### config.mk
export PLATFORM = sky130hd
export DESIGN_NAME = fetch_unit
export DESIGN_NICKNAME = d
export VERILOG_FILES = /design/src/rtl/mips_pkg.sv /design/src/rtl/pc_register.sv /design/src/rtl/fetch_unit.sv
export SDC_FILE = /design/constraint.sdc
export NUM_CORES = 1
export LEC_CHECK = 0
export CAP_MARGIN = 20
export CORE_ASPECT_RATIO = 1.5
export CORE_MARGIN = 2
export CORE_UTILIZATION = 45
export DETAILED_ROUTE_END_ITERATION = 8
export GPL_TIMING_DRIVEN = 0
export HOLD_SLACK_MARGIN = 0.15
export PLACE_DENSITY = 0.88
export RECOVER_POWER = 100
export SYNTH_ARGS = -nofsm -noshare
export SYNTH_HDL_FRONTEND = slang
export SYNTH_SLANG_ARGS = --single-unit
### constraint.sdc
create_clock -name clk -period 2.72 [get_ports clk]
set_input_delay 0.544 -clock clk [delete_from_list [all_inputs] [get_ports clk]]
set_output_delay 0.544 -clock clk [all_outputs]
set_load 0.01 [all_outputs]
### src/rtl/mips_pkg.sv
// mips_pkg: shared fetch-stage types and constants.
//   INST_W        instruction / address width
//   RESET_PC_DEF  default PC after reset
//   NOP           value held in the instruction register after reset
//   fetch_state_t fetch FSM states
package mips_pkg;
    localparam int INST_W = 32;
    localparam logic [INST_W-1:0] RESET_PC_DEF = 32'h0000_0000;
    localparam logic [INST_W-1:0] NOP = 32'h0000_0000;
    typedef enum logic [1:0] {S_REQ, S_WAIT, S_HOLD} fetch_state_t;
endpackage

### src/rtl/pc_register.sv
// pc_register: program counter with redirect and advance.
//   clk, rst      clock, asynchronous active-low reset (loads RESET_PC)
//   enable        advance pc by 4
//   redirect      load target (word aligned); wins over enable
//   target        redirect address
//   pc, pc_plus4  current pc and pc+4 (wraps modulo 2^INST_W)
module pc_register import mips_pkg::*; #(
    parameter int W = mips_pkg::INST_W,
    parameter logic [W-1:0] RESET_PC = mips_pkg::RESET_PC_DEF
) (
    input  logic         clk,
    input  logic         rst,
    input  logic         enable,
    input  logic         redirect,
    input  logic [W-1:0] target,
    output logic [W-1:0] pc,
    output logic [W-1:0] pc_plus4
);
    assign pc_plus4 = pc + W'(4);

    always_ff @(posedge clk or negedge rst)
        if (!rst)
            pc <= RESET_PC;
        else if (redirect)
            pc <= target & ~W'(3);
        else if (enable)
            pc <= pc_plus4;
endmodule

### src/rtl/fetch_unit.sv
// fetch_unit: IF stage feeding the IF/ID register over a req/gnt/rvalid memory port.
//   clk, rst                  clock, asynchronous active-low reset
//   pc_ld                     1 = advance, 0 = stall IF
//   branch_taken/target       redirect pulse and address
//   imem_req/addr/gnt         request side of instruction memory
//   imem_rvalid/rdata         response side of instruction memory
//   inst, adder1, if_valid    fetched instruction, its PC+4, and valid flag
//   ifid_ld, ifid_flush       IF/ID load enable and registered flush pulse
module fetch_unit import mips_pkg::*; #(
    parameter logic [31:0] RESET_PC = mips_pkg::RESET_PC_DEF,
    parameter int INST_W = mips_pkg::INST_W
) (
    input  logic              clk,
    input  logic              rst,
    input  logic              pc_ld,
    input  logic              branch_taken,
    input  logic [INST_W-1:0] branch_target,
    output logic              imem_req,
    output logic [INST_W-1:0] imem_addr,
    input  logic              imem_gnt,
    input  logic              imem_rvalid,
    input  logic [INST_W-1:0] imem_rdata,
    output logic [INST_W-1:0] inst,
    output logic [INST_W-1:0] adder1,
    output logic              if_valid,
    output logic              ifid_ld,
    output logic              ifid_flush
);
    fetch_state_t state;
    logic drop;
    logic [INST_W-1:0] pc, pc_plus4;
    // a redirect leaves one request in flight whose response must be discarded
    logic in_flight;

    assign imem_req  = state == S_REQ;
    assign imem_addr = pc;
    assign ifid_ld   = if_valid & pc_ld & ~branch_taken;
    assign in_flight = (state == S_WAIT && !imem_rvalid) || (state == S_REQ && imem_gnt);

    pc_register #(.W(INST_W), .RESET_PC(INST_W'(RESET_PC))) u_pc (
        .clk      (clk),
        .rst      (rst),
        .enable   (state == S_HOLD && pc_ld),
        .redirect (branch_taken),
        .target   (branch_target),
        .pc       (pc),
        .pc_plus4 (pc_plus4)
    );

    always_ff @(posedge clk or negedge rst)
        if (!rst) begin
            state      <= S_REQ;
            drop       <= 1'b0;
            inst       <= NOP;
            adder1     <= '0;
            if_valid   <= 1'b0;
            ifid_flush <= 1'b0;
        end else if (branch_taken) begin
            if_valid   <= 1'b0;
            ifid_flush <= 1'b1;
            drop       <= in_flight;
            state      <= in_flight ? S_WAIT : S_REQ;
        end else begin
            ifid_flush <= 1'b0;
            case (state)
                S_REQ:  if (imem_gnt) state <= S_WAIT;
                S_WAIT: if (imem_rvalid) begin
                    drop <= 1'b0;
                    if (drop)
                        state <= S_REQ;
                    else begin
                        inst     <= imem_rdata;
                        adder1   <= pc_plus4;
                        if_valid <= 1'b1;
                        state    <= S_HOLD;
                    end
                end
                S_HOLD: if (pc_ld) begin
                    if_valid <= 1'b0;
                    state    <= S_REQ;
                end
                default: state <= S_REQ;
            endcase
        end
endmodule
* Word-level counts from Yosys, hierarchy flattened
Cells that the tools add are included.
** Word-level totals
- Flip-flop bits (word level) :: 101
- Bits of input ports :: 70
- Logic and storage cells :: 50
** Cells by class
- Add/subtract/negate cells :: 1
- Equal/unequal tests :: 6
- Mux-type cells :: 18
- Bitwise logic cells :: 4
- Reductions and logical operators :: 14
** Operators by type and width (count)
- 2-to-1 mux 32 bit :: 2
- adder 32 x 3 -> 32 bit (second input constant) :: 1
- 2-to-1 mux 2 bit :: 5
- 2-to-1 mux 1 bit :: 9
- inequality test 3 bit (second input constant) :: 3
- AND reduction 4 bit :: 2
- case mux 2 bit (3 select lines) :: 1
- nonzero test 2 bit :: 3
- logical AND 1 bit :: 3
- inequality test 3 x 2 -> 1 bit (second input constant) :: 1
- AND reduction 3 bit :: 1
- nonzero test 3 bit :: 1
- bitwise AND 1 bit :: 2
- equality test 2 x 1 -> 1 bit (second input constant) :: 1
- equality test 2 bit (second input constant) :: 1
- zero test 2 bit :: 1
- inverter 1 bit :: 2
- case mux 1 bit (2 select lines) :: 1
- AND reduction 2 bit :: 1
- zero test 1 bit :: 1
- logical OR 1 bit :: 1

* Logic depth before layout (Yosys ltp)
- Depth in word-level cells :: 5
- Depth in mapped cells :: 8
- Mapped depth without buffers :: 5

* By module
Synthesis repeated with hierarchy kept, for this count alone.
** Second synthesis, totals
- Cell total of the unflattened synthesis :: 439
- Area total of the unflattened synthesis :: 5149.9 µm²
** By module, submodules not included
- fetch_unit :: instances 1, cells each 157, area each 2866.5 µm²
- pc_register :: instances 1, cells each 282, area each 2283.4 µm²

* Least setup slack after synthesis
OpenSTA, ideal clock, no wires.
- Kind :: reg-to-reg
- Start :: reg u_pc.pc[2]
- End :: reg u_pc.pc[28]
- Data arrival time :: 2152 ps
- Data required time :: 2638 ps
- Path slack :: 486 ps
- Stages on the path, launching flop included :: 7
- Clock period less this slack :: 2234 ps
- Cells stage by stage :: dfrtp_1 ha_1 nand4_1 or4_4 buf_6 or4_1 a31oi_1
** Between the ends
- Word-level cells in the longest chain between the ends :: 3
** RTL lines
- from (decl) :: RTL line pc_register.sv:16 : output logic [W-1:0] pc,
- from (signal assigned) :: RTL line pc_register.sv:25 : pc <= target & ~W'(3);
- from (signal assigned) :: RTL line pc_register.sv:27 : pc <= pc_plus4;
- adder 32 x 3 -> 32 bit :: RTL line pc_register.sv:19 : assign pc_plus4 = pc + W'(4);
- 2-to-1 mux 32 bit :: RTL line pc_register.sv:26 : else if (enable)
- 2-to-1 mux 32 bit :: RTL line pc_register.sv:24 : else if (redirect)
Every way passes these cells. The select of a mux whose other input is x is not followed.
A chain may end at the register's enable or synchronous reset.

* Worst setup path after layout
- Start :: in pc_ld
- End :: reg u_pc.pc[23]
** Between the ends
- Word-level cells in the longest chain between the ends :: 2
** RTL lines
- from (decl) :: RTL line fetch_unit.sv:15 : input logic pc_ld,
- logical AND 1 bit :: RTL line fetch_unit.sv:43 : .enable (state == S_HOLD && pc_ld),
- nonzero test 2 bit (no source line)
Every way passes these cells.

==> run metrics <==
number of placed instances, taps included between 800 and 900; number of buffer cells added on primary ports ~160; register-to-register setup slack around 0.22 ns; routed via count 4758; leading cell type in the layout, fill and taps excluded sky130_fd_sc_hd__nand2_1; Initial DRC Count about 290; highest fanout seen on the critical path 10; violations in the final reports design-rule violations, max-capacitance violations, max-slew violations; later-pin clock latency in the skew report approximately 0.34 ns; critical path data arrival time approximately 2.8 ns; part of the Yosys area used for sequential elements between 50 and 60%; worst slew margin relative to its limit -36.8%; die span in x roughly 88 um; setup skew after layout ~0.0063 ns; IR drop worst, VDD between 0.3 and 0.4 mV; DIE AREA 11400 um^2; count of unique library cells instantiated by Yosys 38; most frequent cells in the layout sky130_fd_sc_hd__nand2_1, sky130_fd_sc_hd__dfrtp_1, sky130_fd_sc_hd__dlygate4sd3_1; initial cell density of the core a little under half; crit path cell chain clkdlybuf4s50_1 -> nand3b_1 -> or4_1 -> buf_2 -> buf_2 -> or3_1 -> a31oi_1; global routing usage on met3 ~3.6%; capture point of the worst path u_pc.pc[23]$_DFFE_PN0P_; Clk Tree Root Cell sky130_fd_sc_hd__clkbuf_16; residual DRC count 1; slack of the critical path 0.140 ns; detailed-placement wirelength estimate 11000 um; post-layout net count just under 800; Clock Sink Count 97; routed vias/inst roughly 5.5; setup total negative slack 0 ns; post-CTS setup repair buffer count 0; Avg Cell Area, Syn slightly below 9 um^2; slowest cell on the critical path sky130_fd_sc_hd__clkdlybuf4s50_1; maxcap violations 1; min-delay worst type flop to flop; post-synth design cell area approximately 4700 um^2; worst setup path startpoint pc_ld; Fmax a little under 400 MHz; data required time at the worst endpoint just under 3 ns; unrepaired setup endpoints after global routing false; CP most frequent cell sky130_fd_sc_hd__buf_2; clock slew seen by the registers of the worst setup and hold paths around 0.070 ns; wire length of the first global-routing pass approximately 23000 um; worst-case reg-to-reg path depth 6; global-route usage over all layers between 20% and 30%; Finished Layout Cells 858; power per cell area around 750 nW/um^2; count of pins on the block boundary 170; synthesized instance count 535; met2 track utilization from global routing approximately 45%; GRT Residual Overflow 0; count of final setup violators 0; path type of the worst setup path input pin to flop; Worst Path Buf+Inv 3; vias in the first global route between 4000 and 5000; final slew viol count 36; diode insertion count for antenna repair 0; cell count along the critical path 7; fraction of final layout cells with drive strength greater than 1 between 4 and 5%; CTS Buffer Depth 2; post-synthesis register bit count 97; critical path capture point type flop; pin count of the biggest net entering global routing between 60 and 70; minimum clock period after layout 2.58 ns; Yosys warnings 0; overall routed net length between 10000 and 15000 um; number of fill cells in the layout between 800 and 900; Core Area between 10000 and 15000 um^2; slowest stage delay, CP around 0.56 ns; Synth-to-Final Area Change 44.6%; busiest layer in global routing met2; number of placement rows between 40 and 50; final worst-path cycle share approximately 95%; transition time of the tightest slew-check pin slightly above 2 ns; DP Worst Slack -0.507 ns; TritonCTS clock tree done; outcome finished, violations left; Layout Utilization roughly two thirds; number of antenna violations at the first check in global routing 0; Leakage Power 0.00286 uW; number of nets with antenna violations after routing 0; final hold violations 0; GPL Wtd Cong ~0.87; worst flop-to-flop path startpoint u_pc.pc[4]$_DFFE_PN0P_; final routed wire length divided by cell count approximately 17 um; iteration count of the initial detailed-routing pass 7; kind of cell adding the most delay to the critical path simple AND/OR/NAND/NOR gates; category of the worst setup path launch point input pin; global routing met1 resource utilization about 31%; chip height 130 um; CTS buffer count 9; maximum level of the CTS H-tree 3; endpoint of the worst register-to-register path adder1[19]$_DFFE_PN0P_
[worst min-delay path by stage]
stage / startpoint / to / slack (ns) / cells past startpoint
final: inst[30]$_DFFE_PN0P_ / inst[30]$_DFFE_PN0P_ / 0.47 / 2
after global routing: inst[30]$_DFFE_PN0P_ / inst[30]$_DFFE_PN0P_ / 0.49 / 2
after floorplan: rst / adder1[10]$_DFFE_PN0P_ / 0.25 / 0
after detailed placement: inst[1]$_DFFE_PN0P_ / inst[1]$_DFFE_PN0P_ / 0.46 / 2
after global placement: inst[4]$_DFFE_PN0P_ / inst[4]$_DFFE_PN0P_ / 0.46 / 2
after CTS: rst / u_pc.pc[10]$_DFFE_PN0P_ / 0.17 / 1
[registers in the layout (all words and copies together), names as in the netlist]
register	flops
adder1	30
drop	1
if_valid	1
ifid_flush	1
inst	32
state	2
u_pc.pc	30
[cell families (layout without fill, tap and decap cells)]
kind of cell / count (synthesis) / count (layout) / share of synthesized area [%]
flip-flops: 97 / 97 / 51.4
AO/OA/AOI/OAI: 92 / 92 / 11.6
XOR/XNOR: 26 / 26 / 4.82
other: 1 / 4 / 0.0794
buffers and inverters: 48 / 227 / 4.50
adder cells (fa/ha/maj): 1 / 1 / 0.265
AND/OR/NAND/NOR: 268 / 268 / 26.9
multiplexers: 2 / 2 / 0.424
[through the flow]
stage	cell area [um^2]	hold slack (ns)	power [uW]
6_report	6830	0.471	5120
2_1_floorplan	4740	0.248	2870
4_1_cts	6850	0.172	5330
5_1_grt	6830	0.494	5410
3_5_place_dp	6570	0.461	4120
3_3_place_gp	6550	0.458	4040
[what timing repair did]
action,CTS,global route
endpoints found under the setup margin,1,1
hold buffers,0,0
resized for setup,2,1
[synthesized netlist by cell type]
master / count / share of area [%]
sky130_fd_sc_hd__a31oi_1: 29 / 3.8
sky130_fd_sc_hd__nand4_4: 1 / 0.45
sky130_fd_sc_hd__a21oi_1: 1 / 0.11
sky130_fd_sc_hd__clkbuf_1: 28 / 2.2
sky130_fd_sc_hd__and2_1: 2 / 0.26
sky130_fd_sc_hd__nand4_2: 1 / 0.26
sky130_fd_sc_hd__o31ai_1: 18 / 2.9
sky130_fd_sc_hd__nor4_1: 4 / 0.53
sky130_fd_sc_hd__inv_1: 5 / 0.40
sky130_fd_sc_hd__clkinv_1: 1 / 0.079
sky130_fd_sc_hd__and4_1: 1 / 0.19
sky130_fd_sc_hd__nand4_1: 7 / 0.93
sky130_fd_sc_hd__conb_1: 1 / 0.079
sky130_fd_sc_hd__and3_1: 5 / 0.66
sky130_fd_sc_hd__mux2i_1: 2 / 0.42
sky130_fd_sc_hd__xor2_1: 7 / 1.3
sky130_fd_sc_hd__o21ai_0: 41 / 4.3
sky130_fd_sc_hd__or4_1: 26 / 4.1
sky130_fd_sc_hd__or2_2: 1 / 0.13
sky130_fd_sc_hd__ha_1: 1 / 0.26
sky130_fd_sc_hd__buf_2: 6 / 0.64
sky130_fd_sc_hd__nand3b_1: 2 / 0.32
sky130_fd_sc_hd__buf_1: 1 / 0.079
sky130_fd_sc_hd__buf_4: 4 / 0.64
sky130_fd_sc_hd__o41ai_1: 1 / 0.19
sky130_fd_sc_hd__nand2_1: 142 / 11
sky130_fd_sc_hd__buf_6: 1 / 0.24
sky130_fd_sc_hd__xnor2_1: 19 / 3.5
sky130_fd_sc_hd__clkbuf_2: 2 / 0.21
sky130_fd_sc_hd__or3_1: 14 / 1.9
sky130_fd_sc_hd__dfrtp_1: 97 / 51
sky130_fd_sc_hd__o211ai_1: 2 / 0.32
sky130_fd_sc_hd__nor2_1: 39 / 3.1
sky130_fd_sc_hd__and3b_1: 1 / 0.19
sky130_fd_sc_hd__nor3_1: 7 / 0.74
sky130_fd_sc_hd__nand4b_1: 2 / 0.37
sky130_fd_sc_hd__or4_4: 1 / 0.24
sky130_fd_sc_hd__nand3_1: 12 / 1.3
[final cells by class]
type	instances	area (um^2)	share of cell area [%]
clock buffers	9	225	3.30
flip-flops and latches	97	2430	35.5
well taps	141	176	2.58
plain buffers	41	184	2.69
clock inverters	7	53.8	0.787
repair buffers	164	1650	24.1
inverters	6	22.5	0.330
multi-input cells	393	2100	30.7
[worst register-to-register path: cells and delay by family, from the launching register on]
family / cells / cell delay (ns)
AO/OA/AOI/OAI: 1 / 0.16
buffers and inverters: 2 / 0.57
flip-flops: 1 / 0.36
AND/OR/NAND/NOR: 3 / 1.32
[where the power goes]
group          leakage [uW]  internal [uW]  switching (uW)
logic               0.00155            895             836
clock network      0.000141            630             573
registers           0.00117           1880             303
[metal layers]
metal,routed length (um),vias up
met1,5410,2245
met2,7800,250
met3,813,50
li1,-,2213
met5,0,-
met4,575,0
(Power assumes the default switching activity.)
